==> src/rtl/blake2_msg_tx.sv <==
// Message-side driver for the blake2 core: frames upstream bytes into zero-padded
// 64-byte blocks, holds off during compression, and forwards nn digest bytes.
module blake2_msg_tx #(
  parameter int LEN_W = 64,
  parameter int NN_W  = 7,
  parameter int F_CYC = 97
) (
  input  logic              clk,
  input  logic              nreset,
  input  logic              start_i,
  input  logic [LEN_W-1:0]  msg_len_i,
  input  logic [NN_W-1:0]   nn_i,
  output logic              busy_o,
  input  logic              s_valid_i,
  output logic              s_ready_o,
  input  logic [7:0]        s_data_i,
  output logic              data_v_o,
  output logic [6:0]        data_idx_o,
  output logic [7:0]        data_o,
  output logic              block_first_o,
  output logic              block_last_o,
  output logic [NN_W-1:0]   kk_o,
  output logic [NN_W-1:0]   nn_o,
  output logic [127:0]      ll_o,
  input  logic              h_v_i,
  input  logic [7:0]        h_i,
  output logic              h_valid_o,
  output logic [7:0]        h_data_o,
  output logic              h_last_o
);
  localparam int WC_W = (F_CYC > 1) ? $clog2(F_CYC) : 1;

  // Upstream handshake: a byte moves on any cycle where s_valid_i and s_ready_o
  // are both high; s_ready_o is registered and only ever high in SEND.
  typedef enum logic [2:0] {IDLE, SEND, PAD, WAIT_F, WAIT_H} state_t;
  state_t state;

  logic [LEN_W-1:0] len;
  logic [LEN_W-1:0] byte_cnt;
  logic [LEN_W:0]   blk_base;
  logic [LEN_W:0]   blk_end;
  logic [5:0]       idx;
  logic [WC_W-1:0]  wait_cnt;
  logic [NN_W-1:0]  out_cnt;
  logic             accept;

  assign accept  = s_valid_i && s_ready_o;
  assign blk_end = blk_base + (LEN_W+1)'(64);
  assign kk_o    = '0;

  always_ff @(posedge clk or negedge nreset) begin
    if (!nreset) begin
      state         <= IDLE;
      len           <= '0;
      byte_cnt      <= '0;
      blk_base      <= '0;
      idx           <= '0;
      wait_cnt      <= '0;
      out_cnt       <= '0;
      busy_o        <= 1'b0;
      s_ready_o     <= 1'b0;
      data_v_o      <= 1'b0;
      data_idx_o    <= '0;
      data_o        <= '0;
      block_first_o <= 1'b0;
      block_last_o  <= 1'b0;
      nn_o          <= '0;
      ll_o          <= '0;
      h_valid_o     <= 1'b0;
      h_data_o      <= '0;
      h_last_o      <= 1'b0;
    end else begin
      data_v_o  <= 1'b0;
      h_valid_o <= 1'b0;
      h_last_o  <= 1'b0;
      // Flags track blk_base, which only moves after idx 63, so they hold for a whole block.
      if (state != IDLE) begin
        block_first_o <= (blk_base == '0);
        block_last_o  <= ({1'b0, len} <= blk_end);
      end
      case (state)
        IDLE: begin
          block_first_o <= 1'b0;
          block_last_o  <= 1'b0;
          if (start_i) begin
            len           <= msg_len_i;
            nn_o          <= nn_i;
            ll_o          <= {{(128-LEN_W){1'b0}}, msg_len_i};
            byte_cnt      <= '0;
            blk_base      <= '0;
            idx           <= '0;
            wait_cnt      <= '0;
            out_cnt       <= '0;
            busy_o        <= 1'b1;
            block_first_o <= 1'b1;
            block_last_o  <= ({1'b0, msg_len_i} <= (LEN_W+1)'(64));
            if (msg_len_i == '0) begin
              state <= PAD;
            end else begin
              state     <= SEND;
              s_ready_o <= 1'b1;
            end
          end
        end
        SEND: begin
          if (accept) begin
            data_v_o   <= 1'b1;
            data_o     <= s_data_i;
            data_idx_o <= {1'b0, idx};
            idx        <= idx + 6'd1;
            byte_cnt   <= byte_cnt + LEN_W'(1);
            if (idx == 6'd63) begin
              s_ready_o <= 1'b0;
              blk_base  <= blk_end;
              wait_cnt  <= '0;
              state     <= WAIT_F;
            end else if (byte_cnt + LEN_W'(1) == len) begin
              s_ready_o <= 1'b0;
              state     <= PAD;
            end
          end
        end
        PAD: begin
          data_v_o   <= 1'b1;
          data_o     <= 8'h00;
          data_idx_o <= {1'b0, idx};
          idx        <= idx + 6'd1;
          if (idx == 6'd63) begin
            blk_base <= blk_end;
            wait_cnt <= '0;
            state    <= WAIT_F;
          end
        end
        WAIT_F: begin
          // blk_base already points past the finished block here.
          if (wait_cnt == WC_W'(F_CYC-1)) begin
            if ({1'b0, len} <= blk_base) begin
              state <= WAIT_H;
            end else begin
              state     <= SEND;
              s_ready_o <= 1'b1;
            end
          end else begin
            wait_cnt <= wait_cnt + WC_W'(1);
          end
        end
        WAIT_H: begin
          if (h_v_i) begin
            if (out_cnt < nn_o) begin
              h_valid_o <= 1'b1;
              h_data_o  <= h_i;
              h_last_o  <= (out_cnt == nn_o - NN_W'(1));
              out_cnt   <= out_cnt + NN_W'(1);
            end
          end else if (out_cnt == nn_o) begin
            busy_o <= 1'b0;
            state  <= IDLE;
          end
        end
        default: state <= IDLE;
      endcase
    end
  end
endmodule

==> config.mk <==
export PLATFORM = sky130hd
export DESIGN_NAME = blake2_msg_tx
export DESIGN_NICKNAME = d
export VERILOG_FILES = /design/src/rtl/blake2_msg_tx.sv
export SDC_FILE = /design/constraint.sdc
export NUM_CORES = 1
export LEC_CHECK = 0
export CAP_MARGIN = 20
export CORE_MARGIN = 1
export CORE_UTILIZATION = 52
export CTS_CLUSTER_DIAMETER = 30
export DETAILED_ROUTE_END_ITERATION = 7
export DONT_BUFFER_PORTS = 1
export PLACE_DENSITY = 0.65
export SYNTH_ARGS = -nofsm -noshare
export SYNTH_HDL_FRONTEND = slang
export SYNTH_SLANG_ARGS = --single-unit
==> constraint.sdc <==
create_clock -name clk -period 7.4 [get_ports clk]
set_clock_uncertainty 0.1 [all_clocks]
set_input_delay 2.22 -clock clk [delete_from_list [all_inputs] [get_ports clk]]
set_output_delay 2.22 -clock clk [all_outputs]
set_load 0.01 [all_outputs]
==> reports/qor.yml, run 1 <==
synthesis:
  synth_compound_area_share_pct: 14.3
  synthCells: 2203
  async_reset_ff_share_pct: 100
  synth_edf_count: 0
  synthMuxAreaShare_pct: 0.841
  avgSynthCellArea_um2: 8.11
  ys.flop_type: "dfrtp_1"
  yosys_register_bits: 246
  synthAdderAreaFrac_pct: 9.18
  yosys.area.top_type: "dfrtp_1"
  synth-seq-area-share_pct: 34.5
  synthSimpleGateAreaFrac_pct: 26.7
  synth_top_family_by_area: "simple AND/OR/NAND/NOR gates"
  yosysWarnings: 0
  synth_xor_area_share_pct: 7.55
  synthTopCellsByArea: "dfrtp_1 34%, ha_1 9.2%, nand2_1 8.7%, xnor2_1 5.7%, o21ai_0 4.8%"
  ys_types: 72
  netlist_area_um2: 17900
  synth_top_area_share_pct: 34.5
timing:
  rsz0062_at_grt: "no"
  maxSlewHeadroom_pct: 18.1
  hold-worst-slack_ns: 0.408
  setup_tns_ns: 0
  hold_violations: 0
  fmax_mhz: 203
  period_share_pct: 66.6
  slew_violations: 0
  setup_viol: 0
  fin_crit_ns: 4.93
  tightestPinTransition_ns: 1.22
final_layout:
  finish.instance_area_um2: 20300
  instances_no_fill: 2689
  num_antenna_cells: 0
  area_delta_synth_final_pct: 13.8
  nets: 2411
  drive_gt1_share_pct: 7.41
  fill_cells: 2951
critical_path:
  cp-end-kind: "register"
  critPathMaxFanout: 9
  criticalPathCategory: "register to register"
  max_stage_delay_ns: 0.60
  crit_path_cell_trace: "ha_1 > and4_1 > and4_1 > nand4_1 > or4_1 > nor3_1 > nand3_1 > xnor2_1 > ha_1 > nand3_1 > nor2_1 > nand4_1 > nor4_1 > nand3b_1 > nand3_1 > nand3_1"
  crit_path_frequent_cell: "nand3_1"
  cp.arrival_ns: 5.34
  cp_slowest_cell: "or4_1"
  worst_ep_required_time_ns: 7.81
  startpoint_type: "register"
floorplanning:
  die-area_um2: 35100
  start_util_pct: 53.0
  fp.dieH_um: 187
  die_w_um: 187
  rows: 67
  num_io_pins: 264
  core-area_um2: 33700
power:
  power.density_nw_per_um2: 229
  ir_worst_vdd_v: 0.000249
  finalPower_w: 0.00465
  power.leakage_nw: 9.26
place:
  placed_cells: 2562
  place_congestion: 0.958
  portBuffers: 0
  dpl_cell_area_um2: 17900
  dp_hpwl_um: 42800
drt:
  wl_per_cell_um: 22.0
  wirelength_um: 59200
  dr.first_iter.drc_count: 1562
  first_pass_iters: 7
  ant_nets: 0
  viasPerCell: 6.16
  drc: 0
  routed-via-count: 16600
clock_tree:
  clock_sinks: 246
  clk_pin_slew_ns: 0.05
  cts_buffer_depth: 3
  post_cts_buffers: 0
  clock_latency_ns: 0.58
  cts_tree: "yes"
  ctsHoldBuffers: 0
  cts-resized-gates: 0
  ctsRootBufferMaster: "clkbuf_16"
  htreeDepth: 3
  cts_made_buffers: 69
grt:
  antenna_found_initial: 0
  grt_pass1_wl_um: 92400
  gr-total-overflow: 0
  grt_usage_pct: 33.8
  grt_max_degree: 247
  grt_pass1_vias: 16100
hold_path:
  hp-class: "register to register"
run:
  maxCapViolCount: 0
status:
  status: "completed"
[final timing paths]
check	from	endpoint	slack [ns]	cells after the start
setup / recovery	blk_base[6]	block_last_o	2.47	16
hold / removal	idx[0]	idx[0]	0.41	1
setup reg to reg	blk_base[6]	block_last_o	2.47	16
hold reg to reg	idx[0]	idx[0]	0.41	1
max in group asynchronous	nreset	byte_cnt[33]	5.42	0
min in group asynchronous	nreset	ll_o[1]	1.26	0
[layout make-up]
| cell class | count | area, µm² | share of cell area [%] |
|---|---|---|---|
| clock inverters | 42 | 523 | 2.57 |
| clock buffers | 82 | 1890 | 9.29 |
| repair buffers | 14 | 135 | 0.665 |
| inverters | 86 | 323 | 1.59 |
| flip-flops and latches | 246 | 6160 | 30.3 |
| well taps | 448 | 561 | 2.76 |
| multi-input cells | 1771 | 10700 | 52.8 |
[kinds of logic (layout without fill, tap and decap cells)]
kind of cell / count (synthesis) / in the layout
AO/OA/AOI/OAI: 428 / 428
XOR/XNOR: 154 / 154
adder cells (fa/ha/maj): 131 / 131
buffers and inverters: 257 / 224
flip-flops: 246 / 246
multiplexers: 14 / 14
other: 1 / 72
AND/OR/NAND/NOR: 972 / 972
[synth_stat cells (4+ instances only)]
library cell and instances:
mux2i_1 6, o21a_1 6, nor2_1 118, o41ai_1 9
nor2b_1 13, o211ai_1 5, buf_2 9, and2_1 14
nand3b_1 7, xnor2_1 116, or4_1 10, ha_1 131
o21ai_0 170, nor4_1 61, a22o_1 7, or2_2 4
a31oi_1 16, and3_1 25, or3_1 41, nor3b_1 4
xor2_1 38, o31ai_1 25, nand3_1 86, a21oi_1 98
o22ai_1 28, nand4_1 78, mux2_2 8, and4_1 21
nand2b_1 8, inv_1 85, o221ai_1 4, nand4b_1 5
clkbuf_1 84, a21o_1 26, buf_1 5, buf_4 73
dfrtp_1 246, a211oi_1 9, nand2_1 412, nor3_1 47
[cells in the final DEF, fill, tap and decap left out, types with 13 or more instances in the layout]
master and instances:
and3_1 25, a21oi_1 98, and4_1 21, nor4_1 61
o31ai_1 25, a31oi_1 16, o22ai_1 28, nor2_1 116
nor2b_1 13, xnor2_1 116, a21o_1 26, ha_1 131
nand4_1 78, or3_1 40, clkbuf_16 71, nand3_1 86
dfrtp_1 246, nor3_1 46, nand2_1 411, inv_1 85
conb_1 72, xor2_1 38, and2_1 13, o21ai_0 170
[metal layers]
| layer | global-route usage [%] | wire (µm) | vias up | share of wire [%] |
|---|---|---|---|---|
| met5 | 0 | 0 | - | 0 |
| met4 | 14.3 | 2460 | 0 | 4.2 |
| met3 | 6.77 | 4510 | 166 | 7.6 |
| met2 | 54.3 | 27600 | 699 | 47 |
| met1 | 44.2 | 24600 | 7988 | 42 |
| li1 | - | - | 7709 | - |
[worst max-delay path, delay by kind of cell (launching register included)]
kind / cells / cell delay [ns]
DFF: 1 / 0.45
and+or+nand+nor: 13 / 3.56
xor gates and xnor gates: 1 / 0.17
adders and majority gates: 2 / 0.59
[flip-flops by register name (all words and copies together) (netlist names)]
name,count
blk_base,59
h_data_o,8
byte_cnt,64
block_first_o,1
ll_o,64
h_last_o,1
h_valid_o,1
block_last_o,1
s_ready_o,1
nn_o,7
data_v_o,1
wait_cnt,7
idx,6
out_cnt,7
data_idx_o,6
state,3
busy_o,1
data_o,8
[through the flow]
stage,setup WS [ns],util (%)
detailed placement,2.52,53.0
CTS,2.53,60.2
finish,2.47,60.3
floorplan,3.21,-
global placement,2.53,53.0
global route,1.93,60.3
[where the power goes]
part / leakage [nW] / internal, W / switching (W) / total (W)
sequential: 3.20 / 0.00138 / 0.0000467 / 0.00143
clock: 1.15 / 0.00213 / 0.000935 / 0.00306
combinational: 4.91 / 0.0000628 / 0.0000945 / 0.000157
No activity file was read; power rests on OpenSTA's default activity.
==> inputs of run 2 (changes only) <==
==> constraint.sdc (replaced) <==
create_clock -name clk -period 4.6 [get_ports clk]
set_clock_uncertainty 0.1 [all_clocks]
set_input_delay 1.38 -clock clk [delete_from_list [all_inputs] [get_ports clk]]
set_output_delay 1.38 -clock clk [all_outputs]
set_load 0.01 [all_outputs]
==> reports/qor.yml, run 2 (synthesized netlist as in run 1, its figures left out) <==
timing:
  setup_viol: 0  # unchanged
  setup_tns_ns: 0  # unchanged
  hold-worst-slack_ns: 0.411  # +0.00284 ns
  maxSlewHeadroom_pct: 29.2  # +11 points
  fmax_mhz: 236  # +16%
  rsz0062_at_grt: "no"
  period_share_pct: 92.3  # +26 points
  hold_violations: 0  # unchanged
  slew_violations: 0  # unchanged
  tightestPinTransition_ns: 1.06  # -0.157 ns
  fin_crit_ns: 4.24  # -0.687 ns
final_layout:
  fill_cells: 2992  # +1.4%
  top_regs: "byte_cnt x64, ll_o x64, blk_base x59"
  drive_gt1_share_pct: 9.58  # +2.2 points
  layout_commonest_cell: "nand2_1"
  layout_common_cells: "411 x nand2_1, 246 x dfrtp_1, 170 x o21ai_0"
  nets: 2465  # +2.2%
  area_delta_synth_final_pct: 16.7
  num_antenna_cells: 0  # unchanged
hold_path:
  hp-class: "input port to asynchronous set/reset pin"
grt:
  antenna_found_initial: 0  # unchanged
  gr-total-overflow: 0  # unchanged
  grt_pass1_wl_um: 94800  # +2.6%
  grt_usage_pct: 34.9  # +1.1 points
  grt_max_degree: 247  # unchanged
  grt_pass1_vias: 16300  # +1.3%
floorplanning:
  die_w_um: 187  # unchanged
  core-area_um2: 33700  # unchanged
  start_util_pct: 53.0  # unchanged
  num_io_pins: 264  # unchanged
  rows: 67  # unchanged
  fp.dieH_um: 187  # unchanged
  die-area_um2: 35100  # unchanged
drt:
  drc: 0  # unchanged
  routed-via-count: 16900  # +2.1%
  first_pass_iters: 6  # -1
  wl_per_cell_um: 22.2  # +0.87%
  ant_nets: 0  # unchanged
  viasPerCell: 6.16  # about the same
  wirelength_um: 61000  # +2.9%
  dr.first_iter.drc_count: 1564  # +0.13%
critical_path:
  cp_slowest_cell: "or4_4"
  crit_path_frequent_cell: "nand3_1"
  crit_path_cell_trace: "ha_2 > and4_1 > and4_1 > nand4_1 > or4_4 > nor3_1 > buf_4 > nand3_1 > xnor2_1 > ha_1 > nand3_1 > nor2_1 > nand4_1 > nor4_2 > nand3b_1 > nand3_1 > nand3_1"
  cp.arrival_ns: 4.64  # -0.70 ns
  regToRegSetupSlack_ns: 0.36  # -2.11 ns
  rr_endpoint: "block_last_o"
  r2r-start: "blk_base[6]"
  crit_buf_inv: 1  # +1
  crit_family: "simple AND/OR/NAND/NOR gates"
  r2r_cells: 17  # +1
  cp-end-kind: "register"
  critPathMaxFanout: 6  # -3
  max_stage_delay_ns: 0.54  # -0.06 ns
  startpoint_type: "register"
  worst_ep_required_time_ns: 5.00  # -2.81 ns
  criticalPathCategory: "register to register"
clock_tree:
  htreeDepth: 3  # unchanged
  ctsRootBufferMaster: "clkbuf_16"
  cts_tree: "yes"
  clock_sinks: 246  # unchanged
  cts_buffer_depth: 3  # unchanged
  clock_latency_ns: 0.58  # about the same
  cts_made_buffers: 69  # unchanged
  clk_pin_slew_ns: 0.05  # about the same
status:
  status: "completed"
power:
  power.density_nw_per_um2: 374  # +64%
  ir_worst_vdd_v: 0.000296  # +19%
  power.leakage_nw: 9.60  # +3.7%
place:
  place_congestion: 0.989  # +3.3%
  dp_hpwl_um: 44200  # +3.4%
  portBuffers: 0  # unchanged
run:
  maxCapViolCount: 0  # unchanged
## run 2: stage by stage
step / util, % / area (µm²) / instances / setup slack [ns] / power, W
after global routing: 61.8 / 20800 / 2744 / 0.0432 / 0.00801
after CTS: 61.8 / 20800 / 2743 / 0.251 / 0.00784
after detailed placement: 54.3 / 18300 / 2618 / 0.290 / 0.00257
final: 61.8 / 20800 / 2744 / 0.356 / 0.00780
after floorplan: - / 18100 / 2274 / 0.405 / 0.00255
after global placement: 54.3 / 18300 / 2618 / 0.444 / 0.00256
## run 2: area by class of cell
cell class	instances	area, µm²	area share [%]
multi-input cells	1771	10800	51.6
flip-flops and latches	246	6160	29.5
clock buffers	82	1840	8.81
clock inverters	43	698	3.35
well taps	448	561	2.69
repair buffers	68	510	2.45
inverters	86	323	1.55
## run 2: per-layer routing
layer  GRT usage (%)  part of all wire (%)  up-vias
met4            17.4                   4.9        0
met2            55.2                    46      781
li1                -                     -     7809
met5               0                     0        -
met1            45.0                    41     8115
met3            7.60                   8.5      199
## run 2: how the worst max path moves through the flow
| stage | start | end | cells after the start |
|---|---|---|---|
| global route | blk_base[6] | block_last_o | 17 |
| detailed placement | blk_base[6] | block_last_o | 17 |
| global placement | blk_base[6] | block_last_o | 17 |
| finish | blk_base[6] | block_last_o | 17 |
| floorplan | blk_base[8] | block_last_o | 20 |
| CTS | blk_base[6] | block_last_o | 17 |
## run 2: where the power goes
part / internal (W) / switching (W) / total (W)
clock: 0.00375 / 0.00151 / 0.00525
sequential: 0.00222 / 0.0000746 / 0.00230
combinational: 0.000102 / 0.000149 / 0.000250
total: 0.00607 / 0.00173 / 0.00780
## run 2: what timing repair did
item,in CTS,in global routing
buffers inserted,0,1
hold buffers,0,0
endpoints found under the setup margin,0,1
hold endpoints to repair,0,0
resized for setup,0,3
==> inputs of run 3 (changes only) <==
--- a/config.mk
+++ b/config.mk
@@ -6,7 +6,7 @@
 export NUM_CORES = 1
 export LEC_CHECK = 0
 export CAP_MARGIN = 20
-export CORE_MARGIN = 1
+export CORE_MARGIN = 8
 export CORE_UTILIZATION = 52
 export CTS_CLUSTER_DIAMETER = 30
 export DETAILED_ROUTE_END_ITERATION = 7
==> reports/qor.yml, run 3 (synthesized netlist as in run 1, its figures left out) <==
status:
  status: "completed"
timing:
  hold_violations: 0  # unchanged
  period_share_pct: 93.9  # +1.6 points
  layout_setup_ws_ns: 0.281  # -0.0748 ns
  hold-worst-slack_ns: 0.407  # -0.00359 ns
  setup_viol: 0  # unchanged
  fmax_mhz: 232  # -1.7%
  rsz0062_at_grt: "no"
  fin_crit_ns: 4.32  # +0.0748 ns
  tightestPinTransition_ns: 0.985  # -0.0766 ns
  maxSlewHeadroom_pct: 34.2  # +4.9 points
  setup_tns_ns: 0  # unchanged
  slew_violations: 0  # unchanged
floorplanning:
  die-area_um2: 40500  # +16%
  rows: 68  # +1.5%
  core-area_um2: 34200  # +1.5%
  die_w_um: 201  # +7.5%
  num_io_pins: 264  # unchanged
  fp.dieH_um: 201  # +7.5%
  start_util_pct: 52.2  # -0.78 points
clock_tree:
  cts_made_buffers: 74  # +7.2%
  clock_latency_ns: 0.59  # about the same
  post_cts_buffers: 0  # unchanged
  clock_sinks: 246  # unchanged
  htreeDepth: 3  # unchanged
  cts_tree: "yes"
  clk_pin_slew_ns: 0.04  # about the same
  cts_buffer_depth: 3  # unchanged
  ctsRootBufferMaster: "clkbuf_16"
critical_path:
  criticalPathCategory: "register to register"
  crit_path_cell_trace: "ha_1 > and4_1 > and4_1 > nand4_1 > or4_4 > nor3_1 > buf_4 > nand3_1 > xnor2_1 > ha_1 > nand3_1 > nor2_1 > nand4_1 > nor4_1 > nand3b_1 > nand3_1 > nand3_1"
  worst_ep_required_time_ns: 5.02  # +0.02 ns
  startpoint_type: "register"
  crit_buf_inv: 1  # unchanged
  crit_family: "simple AND/OR/NAND/NOR gates"
  cp.arrival_ns: 4.74  # +0.10 ns
  crit_path_frequent_cell: "nand3_1"
  cp_slowest_cell: "or4_4"
  critPathMaxFanout: 6  # unchanged
  max_stage_delay_ns: 0.57  # +0.03 ns
  cp-end-kind: "register"
  regToRegSetupSlack_ns: 0.28  # -0.07 ns
grt:
  grt_max_degree: 247  # unchanged
  gr-total-overflow: 0  # unchanged
  antenna_found_initial: 0  # unchanged
  grt_pass1_wl_um: 97300  # +2.6%
  grt_usage_pct: 30.3  # -4.6 points
  grt_pass1_vias: 16500  # +1.3%
drt:
  drc: 0  # unchanged
  routed-via-count: 16900  # -0.083%
  wirelength_um: 63000  # +3.3%
  viasPerCell: 6.13  # -0.52%
  dr.first_iter.drc_count: 1562  # -0.13%
  first_pass_iters: 7  # +1
  ant_nets: 0  # unchanged
  wl_per_cell_um: 22.9  # +2.9%
hold_path:
  hp-class: "input port to asynchronous set/reset pin"
place:
  portBuffers: 0  # unchanged
  place_congestion: 1.01  # +1.6%
  dpl_cell_area_um2: 18300  # about the same
  dpl_worst_slack_ns: 0.286  # -0.00434 ns
  dp_hpwl_um: 46800  # +5.8%
final_layout:
  finish.instance_area_um2: 20900  # +0.49%
  layout_common_cells: "411 x nand2_1, 246 x dfrtp_1, 170 x o21ai_0"
  top_regs: "byte_cnt x64, ll_o x64, blk_base x59"
  drive_gt1_share_pct: 9.47  # -0.11 points
  fill_cells: 3003  # +0.37%
  area_delta_synth_final_pct: 17.3
  layout_commonest_cell: "nand2_1"
  nets: 2466  # +0.041%
  num_antenna_cells: 0  # unchanged
power:
  power.leakage_nw: 9.66  # +0.70%
  ir_worst_vdd_v: 0.000250  # -15%
  power.density_nw_per_um2: 380  # +1.6%
  finalPower_w: 0.00797  # +2.1%
run:
  maxCapViolCount: 0  # unchanged
-- run 3: cell types whose count changed in the layout (fill, tap and decap cells not counted), sizes merged --
cell | previous run | this run
clkbuf | 82 | 104
bufinv | 16 | 12
clkinv | 16 | 15
inv | 90 | 87
buf | 68 | 64
clkinvlp | 7 | 2
-- run 3: path summary, 6_finish.rpt --
check,endpoint,startpoint,cells past startpoint
max,block_last_o,blk_base[6],17
min,ll_o[3],nreset,0
max reg2reg,block_last_o,blk_base[6],17
min reg2reg,idx[0],idx[0],1
max in group asynchronous,byte_cnt[20],nreset,0
min in group clk,idx[0],idx[0],1
-- run 3: power by group --
group	switching, W	total [W]	leakage [nW]	internal, W
sequential	0.0000768	0.00230	3.20	0.00222
clock	0.00151	0.00541	1.30	0.00391
combinational	0.000151	0.000252	5.17	0.000101
-- run 3: per-layer routing --
metal	track usage, %	wire (µm)	up-vias
li1	-	-	7839
met1	37.4	25100	8083
met2	48.4	29200	779
met3	7.43	5410	189
met4	16.4	3320	0
met5	0	0	-
-- run 3: per-stage QoR --
| step | utilization [%] | instances |
|---|---|---|
| after floorplan | - | 2274 |
| after global placement | 53.4 | 2622 |
| after detailed placement | 53.4 | 2622 |
| after CTS | 61.2 | 2756 |
| after global routing | 61.2 | 2756 |
| final | 61.2 | 2756 |
-- run 3: cell type report --
type                    instances  area [µm²]  area share [%]
clock buffers                 104        2160            10.3
repair buffers                 64         480            2.29
inverters                      86         323            1.54
well taps                     455         569            2.72
flip-flops and latches        246        6160            29.4
multi-input cells            1771       10700            51.3
clock inverters                30         508            2.43
-- run 3: what timing repair did --
action / CTS / global route
gates resized for setup: 0 / 1
endpoints found under the setup margin: 0 / 1
hold buffers: 0 / 0
